File: config.mk
export PLATFORM = sky130hd
export DESIGN_NAME = moving_average_mc
export DESIGN_NICKNAME = d
export VERILOG_FILES = /design/src/rtl/moving_average_pkg.sv /design/src/rtl/moving_average_mc_buf.sv /design/src/rtl/moving_average_mc.sv
export SDC_FILE = /design/constraint.sdc
export NUM_CORES = 1
export LEC_CHECK = 0
export CAP_MARGIN = 20
export CORE_MARGIN = 2
export CORE_UTILIZATION = 40
export DETAILED_ROUTE_END_ITERATION = 8
export HOLD_SLACK_MARGIN = 0.05
export PLACE_DENSITY = 0.64
export SLEW_MARGIN = 10
export SYNTH_ARGS = -nofsm -noshare
export SYNTH_HDL_FRONTEND = slang
export SYNTH_HIERARCHICAL = 1
export SYNTH_SLANG_ARGS = --single-unit
File: constraint.sdc
create_clock -name clk -period 3.5 [get_ports clk]
set_input_delay 0.35 -clock clk [delete_from_list [all_inputs] [get_ports clk]]
set_output_delay 0.35 -clock clk [all_outputs]
set_load 0.01 [all_outputs]
File: src/rtl/moving_average_pkg.sv
// ---------------------------------------------------------------------------
// moving_average_pkg
// Shared definitions for the multi-channel moving-average filter:
//   - state_t     : control FSM states (IDLE, UPD, OUT)
//   - sumWidth    : width of a channel's running sum
//   - chWidth     : width of a channel index
//   - wpWidth     : width of a delay-line write pointer
//   - winWidth    : width of the run-time window exponent
//   - roundShift  : divide a running sum by 2^win with optional round-half-up
// ---------------------------------------------------------------------------
package moving_average_pkg;

    typedef enum logic [1:0] {
        IDLE = 2'd0,
        UPD  = 2'd1,
        OUT  = 2'd2
    } state_t;

    function automatic int sumWidth(input int dataW, input int winPowMax);
        return dataW + winPowMax;
    endfunction

    function automatic int chWidth(input int channels);
        return (channels > 1) ? $clog2(channels) : 1;
    endfunction

    function automatic int wpWidth(input int winPowMax);
        return (winPowMax > 0) ? winPowMax : 1;
    endfunction

    function automatic int winWidth(input int winPowMax);
        return (winPowMax > 0) ? $clog2(winPowMax + 1) : 1;
    endfunction

    // Evaluated at 32 bits, which always covers the SUM_W+1 bits needed so
    // that adding the half-LSB bias to a full-scale sum cannot overflow.
    function automatic logic [31:0] roundShift(input logic [31:0] sum,
                                               input logic [31:0] win,
                                               input logic        rnd);
        logic [31:0] bias;
        bias = 32'd0;
        if (rnd && (win != 32'd0)) begin
            bias = 32'd1 << (win - 32'd1);
        end
        return (sum + bias) >> win;
    endfunction

endpackage

File: src/rtl/moving_average_mc_buf.sv
// ---------------------------------------------------------------------------
// ma_channel_buf
// Storage and running sum for one filter channel. Holds a delay line of
// 2^WIN_POW_MAX samples, a write pointer that wraps at 2^win-1, an O(1)
// running sum and a fill counter that saturates at 2^win.
// Ports:
//   clk, rst_n  : clock, synchronous active-low reset
//   i_clear     : synchronous flush of all channel state
//   i_win       : active window exponent (stable between clears)
//   i_we        : accept i_data into the window this cycle
//   i_data      : new sample
//   o_sum       : running sum of the last 2^win samples (zero pre-fill)
//   o_full      : at least 2^win samples written since clear/reset
// ---------------------------------------------------------------------------
module ma_channel_buf
    import moving_average_pkg::*;
#(
    parameter int DATA_W      = 8,
    parameter int WIN_POW_MAX = 3
) (
    input  logic                                     clk,
    input  logic                                     rst_n,
    input  logic                                     i_clear,
    input  logic [winWidth(WIN_POW_MAX)-1:0]         i_win,
    input  logic                                     i_we,
    input  logic [DATA_W-1:0]                        i_data,
    output logic [sumWidth(DATA_W, WIN_POW_MAX)-1:0] o_sum,
    output logic                                     o_full
);

    localparam int SUM_W  = sumWidth(DATA_W, WIN_POW_MAX);
    localparam int WP_W   = wpWidth(WIN_POW_MAX);
    localparam int DEPTH  = 1 << WIN_POW_MAX;
    localparam int FILL_W = WIN_POW_MAX + 1;

    logic [DATA_W-1:0] r_mem [DEPTH];
    logic [WP_W-1:0]   r_ptr;
    logic [SUM_W-1:0]  r_sum;
    logic [FILL_W-1:0] r_fill;

    logic [WP_W-1:0]   w_ptrMask;
    logic [FILL_W-1:0] w_fillTarget;
    logic [DATA_W-1:0] w_oldest;

    assign w_ptrMask    = WP_W'((32'd1 << i_win) - 32'd1);
    assign w_fillTarget = FILL_W'(32'd1 << i_win);
    // The slot about to be overwritten holds the sample that leaves the window.
    assign w_oldest     = r_mem[r_ptr];

    // Replace the oldest sample and adjust the sum by the difference, so the
    // sum always equals the total of the delay-line slots currently in use.
    always_ff @(posedge clk) begin
        if (!rst_n || i_clear) begin
            for (int i = 0; i < DEPTH; i++) begin
                r_mem[i] <= '0;
            end
            r_ptr  <= '0;
            r_sum  <= '0;
            r_fill <= '0;
        end else if (i_we) begin
            r_mem[r_ptr] <= i_data;
            r_sum        <= r_sum + SUM_W'(i_data) - SUM_W'(w_oldest);
            r_ptr        <= (r_ptr == w_ptrMask) ? '0 : r_ptr + WP_W'(1);
            if (r_fill != w_fillTarget) begin
                r_fill <= r_fill + FILL_W'(1);
            end
        end
    end

    assign o_sum  = r_sum;
    assign o_full = (r_fill == w_fillTarget);

endmodule

File: src/rtl/moving_average_mc.sv
// ---------------------------------------------------------------------------
// moving_average_mc
// Multi-channel, time-multiplexed moving-average filter with a run-time
// power-of-two window, optional round-half-up and a valid/ready input.
// A sample takes three cycles: IDLE (accept), UPD (window update), OUT
// (result registered and strobed).
// Ports:
//   clk, rst_n   : clock, synchronous active-low reset
//   clear_i      : flush all channels and load win_pow_i (clamped)
//   win_pow_i    : log2 of the window, sampled only with clear_i
//   in_valid_i   : sample offered
//   in_ready_o   : block can accept a sample (IDLE)
//   in_data_i    : sample value
//   in_ch_i      : channel of the sample; out-of-range channels are dropped
//   round_i      : 1 = round half up, 0 = truncate; sampled at accept
//   out_valid_o  : one-cycle result strobe
//   out_data_o   : average, held until the next strobe
//   out_ch_o     : channel of out_data_o
//   out_full_o   : that channel has seen at least 2^win samples
// ---------------------------------------------------------------------------
module moving_average_mc
    import moving_average_pkg::*;
#(
    parameter int DATA_W      = 8,
    parameter int WIN_POW_MAX = 3,
    parameter int CHANNELS    = 2
) (
    input  logic                             clk,
    input  logic                             rst_n,
    input  logic                             clear_i,
    input  logic [winWidth(WIN_POW_MAX)-1:0] win_pow_i,
    input  logic                             in_valid_i,
    output logic                             in_ready_o,
    input  logic [DATA_W-1:0]                in_data_i,
    input  logic [chWidth(CHANNELS)-1:0]     in_ch_i,
    input  logic                             round_i,
    output logic                             out_valid_o,
    output logic [DATA_W-1:0]                out_data_o,
    output logic [chWidth(CHANNELS)-1:0]     out_ch_o,
    output logic                             out_full_o
);

    localparam int SUM_W = sumWidth(DATA_W, WIN_POW_MAX);
    localparam int CH_W  = chWidth(CHANNELS);
    localparam int WIN_W = winWidth(WIN_POW_MAX);

    state_t            r_state;
    logic [DATA_W-1:0] r_data;
    logic [CH_W-1:0]   r_ch;
    logic              r_round;
    logic [WIN_W-1:0]  r_winPow;
    logic              r_outValid;
    logic [DATA_W-1:0] r_outData;
    logic [CH_W-1:0]   r_outCh;
    logic              r_outFull;

    logic [CHANNELS-1:0] w_chHit;
    logic [CHANNELS-1:0] w_we;
    logic [CHANNELS-1:0] w_full;
    logic [SUM_W-1:0]    w_sum [CHANNELS];
    logic [SUM_W-1:0]    w_selSum;
    logic                w_selFull;
    logic                w_chValid;
    logic [WIN_W-1:0]    w_winClamped;
    logic [DATA_W-1:0]   w_avg;

    assign w_winClamped = (32'(win_pow_i) > WIN_POW_MAX) ? WIN_W'(WIN_POW_MAX)
                                                         : win_pow_i;

    // Per-channel storage; only the latched channel is written, and only in UPD.
    for (genvar c = 0; c < CHANNELS; c++) begin : g_chan
        assign w_chHit[c] = (r_ch == CH_W'(c));
        assign w_we[c]    = (r_state == UPD) && w_chHit[c] && !clear_i;

        ma_channel_buf #(
            .DATA_W      (DATA_W),
            .WIN_POW_MAX (WIN_POW_MAX)
        ) u_buf (
            .clk     (clk),
            .rst_n   (rst_n),
            .i_clear (clear_i),
            .i_win   (r_winPow),
            .i_we    (w_we[c]),
            .i_data  (r_data),
            .o_sum   (w_sum[c]),
            .o_full  (w_full[c])
        );
    end

    // Channel mux built from the decode hits so that an out-of-range channel
    // index simply selects nothing and reports itself as invalid.
    always_comb begin
        w_selSum  = '0;
        w_selFull = 1'b0;
        for (int c = 0; c < CHANNELS; c++) begin
            if (w_chHit[c]) begin
                w_selSum  = w_sum[c];
                w_selFull = w_full[c];
            end
        end
    end

    assign w_chValid = |w_chHit;
    assign w_avg     = DATA_W'(roundShift(32'(w_selSum), 32'(r_winPow), r_round));

    // Control FSM and output registers. clear_i beats everything but reset and
    // also kills a strobe that would otherwise have been issued from OUT.
    always_ff @(posedge clk) begin
        if (!rst_n) begin
            r_state    <= IDLE;
            r_data     <= '0;
            r_ch       <= '0;
            r_round    <= 1'b0;
            r_winPow   <= WIN_W'(WIN_POW_MAX);
            r_outValid <= 1'b0;
            r_outData  <= '0;
            r_outCh    <= '0;
            r_outFull  <= 1'b0;
        end else if (clear_i) begin
            r_state    <= IDLE;
            r_winPow   <= w_winClamped;
            r_outValid <= 1'b0;
            r_outData  <= '0;
            r_outCh    <= '0;
            r_outFull  <= 1'b0;
        end else begin
            r_outValid <= 1'b0;
            case (r_state)
                IDLE: begin
                    if (in_valid_i) begin
                        r_data  <= in_data_i;
                        r_ch    <= in_ch_i;
                        r_round <= round_i;
                        r_state <= UPD;
                    end
                end
                UPD: begin
                    r_state <= w_chValid ? OUT : IDLE;
                end
                OUT: begin
                    r_outData  <= w_avg;
                    r_outCh    <= r_ch;
                    r_outFull  <= w_selFull;
                    r_outValid <= 1'b1;
                    r_state    <= IDLE;
                end
                default: begin
                    r_state <= IDLE;
                end
            endcase
        end
    end

    assign in_ready_o  = (r_state == IDLE);
    assign out_valid_o = r_outValid;
    assign out_data_o  = r_outData;
    assign out_ch_o    = r_outCh;
    assign out_full_o  = r_outFull;

endmodule

==> flow_summary_export.csv <==
group,metric,value,unit
synth,synth_seq_area_share,47.3,%
timing,period_minus_slack,3.40,ns
floorplanning,fp-row-count,60,
power_and_ir_drop,clkPwrFrac,39.7,%
routing,drt_iter0_drc,680,
clock_network,clk_pin_slew,0.07,ns
floorplanning,dieArea,28800,um^2
synth,synth_nets,1069,
grt,first_global_vias,7861,
grt,grt_overflow,0,
place,portBuffers,27,
timing,post-route-period-util,97.1,%
setup_path,crit_slowest_cell,"mux4_2",
finish,final_common_cell,"edfxtp_1",
power_and_ir_drop,p_sw,1.27,mW
grt,grt.met1_usage,25.6,%
place,post-place-ws,0.0969,ns
place,routabilityCongestion,0.818,
grt,grt_pass1_wl,43.2,mm
grt,grt_use_met2,33.3,%
setup_path,path_max_fanout,7,
routing,wl_per_cell,19.5,um
setup_path,start_kind,"flip-flop",
floorplanning,ioPinCount,28,
power_and_ir_drop,p_comb_share,10.2,%
floorplanning,core_area,27000,um^2
synth,yosys_most_used_dff,"edfxtp_1",
synth,async_reset_ff_share,0,%
clock_network,cts.sinks,195,
power_and_ir_drop,p_leak,4.66,nW
setup_path,reg2reg_depth,13,
power_and_ir_drop,power_density,399,nW/um^2
place,post-dp-hpwl,19.5,mm
clock_network,cts_buffers,17,
power_and_ir_drop,p_int,3.81,mW
floorplanning,die_w,170,um
floorplanning,die_h,170,um
power_and_ir_drop,totalPowerFinal,5.08,mW
timing,slew_headroom,42.6,%
synth,avgSynthCellArea,11.0,um^2
grt,grt_use_total,19.5,%
routing,vias_per_cell,5.66,
setup_path,crit_buf_inv,4,
setup_path,r2r_setup_slack,0.10,ns
setup_path,crit_path_max_incr_delay,0.51,ns
min_path,min_delay_path_depth,2,
power_and_ir_drop,swShare,25.0,%
timing,setup_viol,0,
synth,yosysWarnings,6,
clock_network,cts_buffer_depth,2,
finish,layout_common_cells,"edfxtp_1 (128), nor3_1 (76), inv_1 (73)",
timing,maxSlewViolCount,0,
setup_path,cp.arrival,3.76,ns
grt,grt_max_degree,35,
min_path,min_from,"out_data_o[1]",
routing,dr.pass1.iters,5,
setup_path,rr_endpoint,"g_chan[0].u_buf/o_sum[10]",
finish,diodes,0,
setup_path,cp_top_family,"multiplexers",
grt,gr-usage-met3,3.03,%
power_and_ir_drop,power_frac_seq,50.1,%
routing,routed_wl,27.5,mm
finish,nets,1131,
routing,drc_errors,0,
power_and_ir_drop,ir_drop,297,uV
min_path,hold_path_end,"out_data_o[1]",
clock_network,cts-root-buf,"clkbuf_16",
synth,syn_area,11000,um^2
setup_path,crit_chain,"buf_12 > buf_4 > mux4_2 > mux2_2 > fa_1 > inv_1 > ha_1 > buf_4 > nand4_1 > o211ai_1 > o311ai_0 > o31a_1 > nor3_1",
min_path,hold_path.class,"reg -> reg",
clock_network,cts_tree,"done",
timing,finalHoldViolCount,0,
setup_path,crit_type,"reg -> reg",
clock_network,hold_buffers,0,
finish,nFillCells,2437,
clock_network,htreeDepth,4,
floorplanning,start_util,40.7,%
timing,worst_pin_slew,0.860,ns
timing,clock_skew,0.0128,ns
grt,busiest_layer,"met2",
setup_path,worstPathRequired,3.86,ns
routing,final_antenna_net_count,0,
synth,synth-seq-cells,195,
setup_path,end_kind,"flip-flop",
synth,yosysUniqueCellTypes,78,
synth,synth_edf_count,128,
timing,setup_ws,0.101,ns
flow_run,drv_cap,0,
finish,drive_above_1_share,18.9,%
status,run_status,"completed",
synth,synth_cells,995,
routing,vias,7985,
grt,antenna_found_initial,0,
finish,synthToLayoutAreaGrowth,16.0,%
clock_network,clk_latency,0.44,ns
setup_path,cpMostUsedCell,"buf_4",
timing,max_freq,0.294,GHz
[worst min-delay path, delay by kind of cell, from the launching register on]
kind | cells | cell delay (ns)
DFF | 1 | 0.33
AOI/OAI and AO/OA | 1 | 0.06
and+or+nand+nor | 1 | 0.05
[Yosys cell counts (6+ instances only)]
cell,n,area (um^2)
a21boi_0,12,90.1
a21o_1,9,67.6
a21oi_1,39,195
and2_1,23,144
and3_1,10,62.6
buf_1,11,41.3
buf_2,10,50.1
clkbuf_1,35,131
clkinv_1,7,26.3
dfxtp_1,67,1340
edfxtp_1,128,3840
fa_1,17,340
ha_1,41,513
inv_1,73,274
mux2_2,27,304
mux2i_1,14,140
mux4_2,32,721
nand2_1,58,218
nand2b_1,15,93.8
nand3_1,16,80.1
nand4_1,7,43.8
nor2_1,37,139
nor2b_1,10,62.6
nor3_1,76,380
nor4_1,49,307
nor4b_1,6,52.6
o211ai_1,8,60.1
o21ai_0,38,190
o31ai_1,7,52.6
or3_1,10,62.6
xnor2_1,9,78.8
xor2_1,10,87.6
[power groups by stage]
stage / clock, mW / combinational (mW) / sequential [mW]
after floorplan: 0 / 0.329 / 2.58
after global placement: 0 / 0.486 / 2.60
after detailed placement: 0 / 0.495 / 2.60
after CTS: 2.05 / 0.498 / 2.55
after global routing: 2.14 / 0.572 / 2.55
final: 2.02 / 0.517 / 2.55
[cell type report]
class | instances | area [um^2] | share of cell area (%)
inverters | 82 | 308 | 2.42
repair buffers | 104 | 946 | 7.44
multi-input cells | 657 | 5250 | 41.3
well taps | 341 | 427 | 3.35
clock inverters | 14 | 165 | 1.30
clock buffers | 18 | 429 | 3.37
flip-flops and latches | 195 | 5190 | 40.8
[sequential cells by signal, summed over array words and instances (netlist names), named ones only]
| name | cells |
|---|---|
| r_winPow | 2 |
| r_state | 2 |
| g_chan.u_buf/r_mem | 128 |
| g_chan.u_buf/r_fill | 8 |
| g_chan.u_buf/r_ptr | 6 |
| r_data | 8 |
| r_round | 1 |
| out_ch_o | 1 |
| g_chan.u_buf/o_sum | 22 |
| r_ch | 1 |
| out_data_o | 8 |
| out_valid_o | 1 |
| out_full_o | 1 |
[repair_timing]
action,CTS,global route
setup endpoints to repair,0,8
resized for setup,0,14
setup buffers,0,8
[metrics by stage]
step	instance area [um^2]	std cells	util (%)	setup TNS, ns	hold WS, ns
5_1_grt	12700	1411	47.2	-0.00334	0.475
4_1_cts	12500	1401	46.5	0	0.463
6_report	12700	1411	47.2	0	0.467
3_5_place_dp	11900	1369	44.3	0	0.456
2_1_floorplan	11000	995	-	0	0.439
3_3_place_gp	11900	1369	44.3	0	0.449
[logic make-up after synthesis]
group | synth area share, %
simple gates | 17.1
compound gates | 10.4
fa+ha+maj | 7.78
buf+inv | 5.31
mux | 10.6
xor+xnor | 1.52
flops | 47.3
[layer usage]
metal  routed length [um]  up-vias
li1                     -     3837
met1                12300     3952
met2                13600      168
met3                 1080       28
met4                  529        0
met5                    0        -
[how the worst max path moves through the flow]
stage | startpoint | to | slack [ns] | depth (start not counted)
floorplan | flip-flop | g_chan[0].u_buf/o_sum[9] | 0.002 | 12
global placement | flip-flop | g_chan[1].u_buf/o_sum[8] | 0.13 | 11
detailed placement | flip-flop | g_chan[0].u_buf/o_sum[9] | 0.1 | 11
CTS | flip-flop | g_chan[1].u_buf/o_sum[8] | 0.06 | 11
global route | flip-flop | g_chan[1].u_buf/o_sum[8] | -0.003 | 14
finish | flip-flop | g_chan[0].u_buf/o_sum[10] | 0.10 | 13
Note: power is estimated with default switching activity, not from simulation.
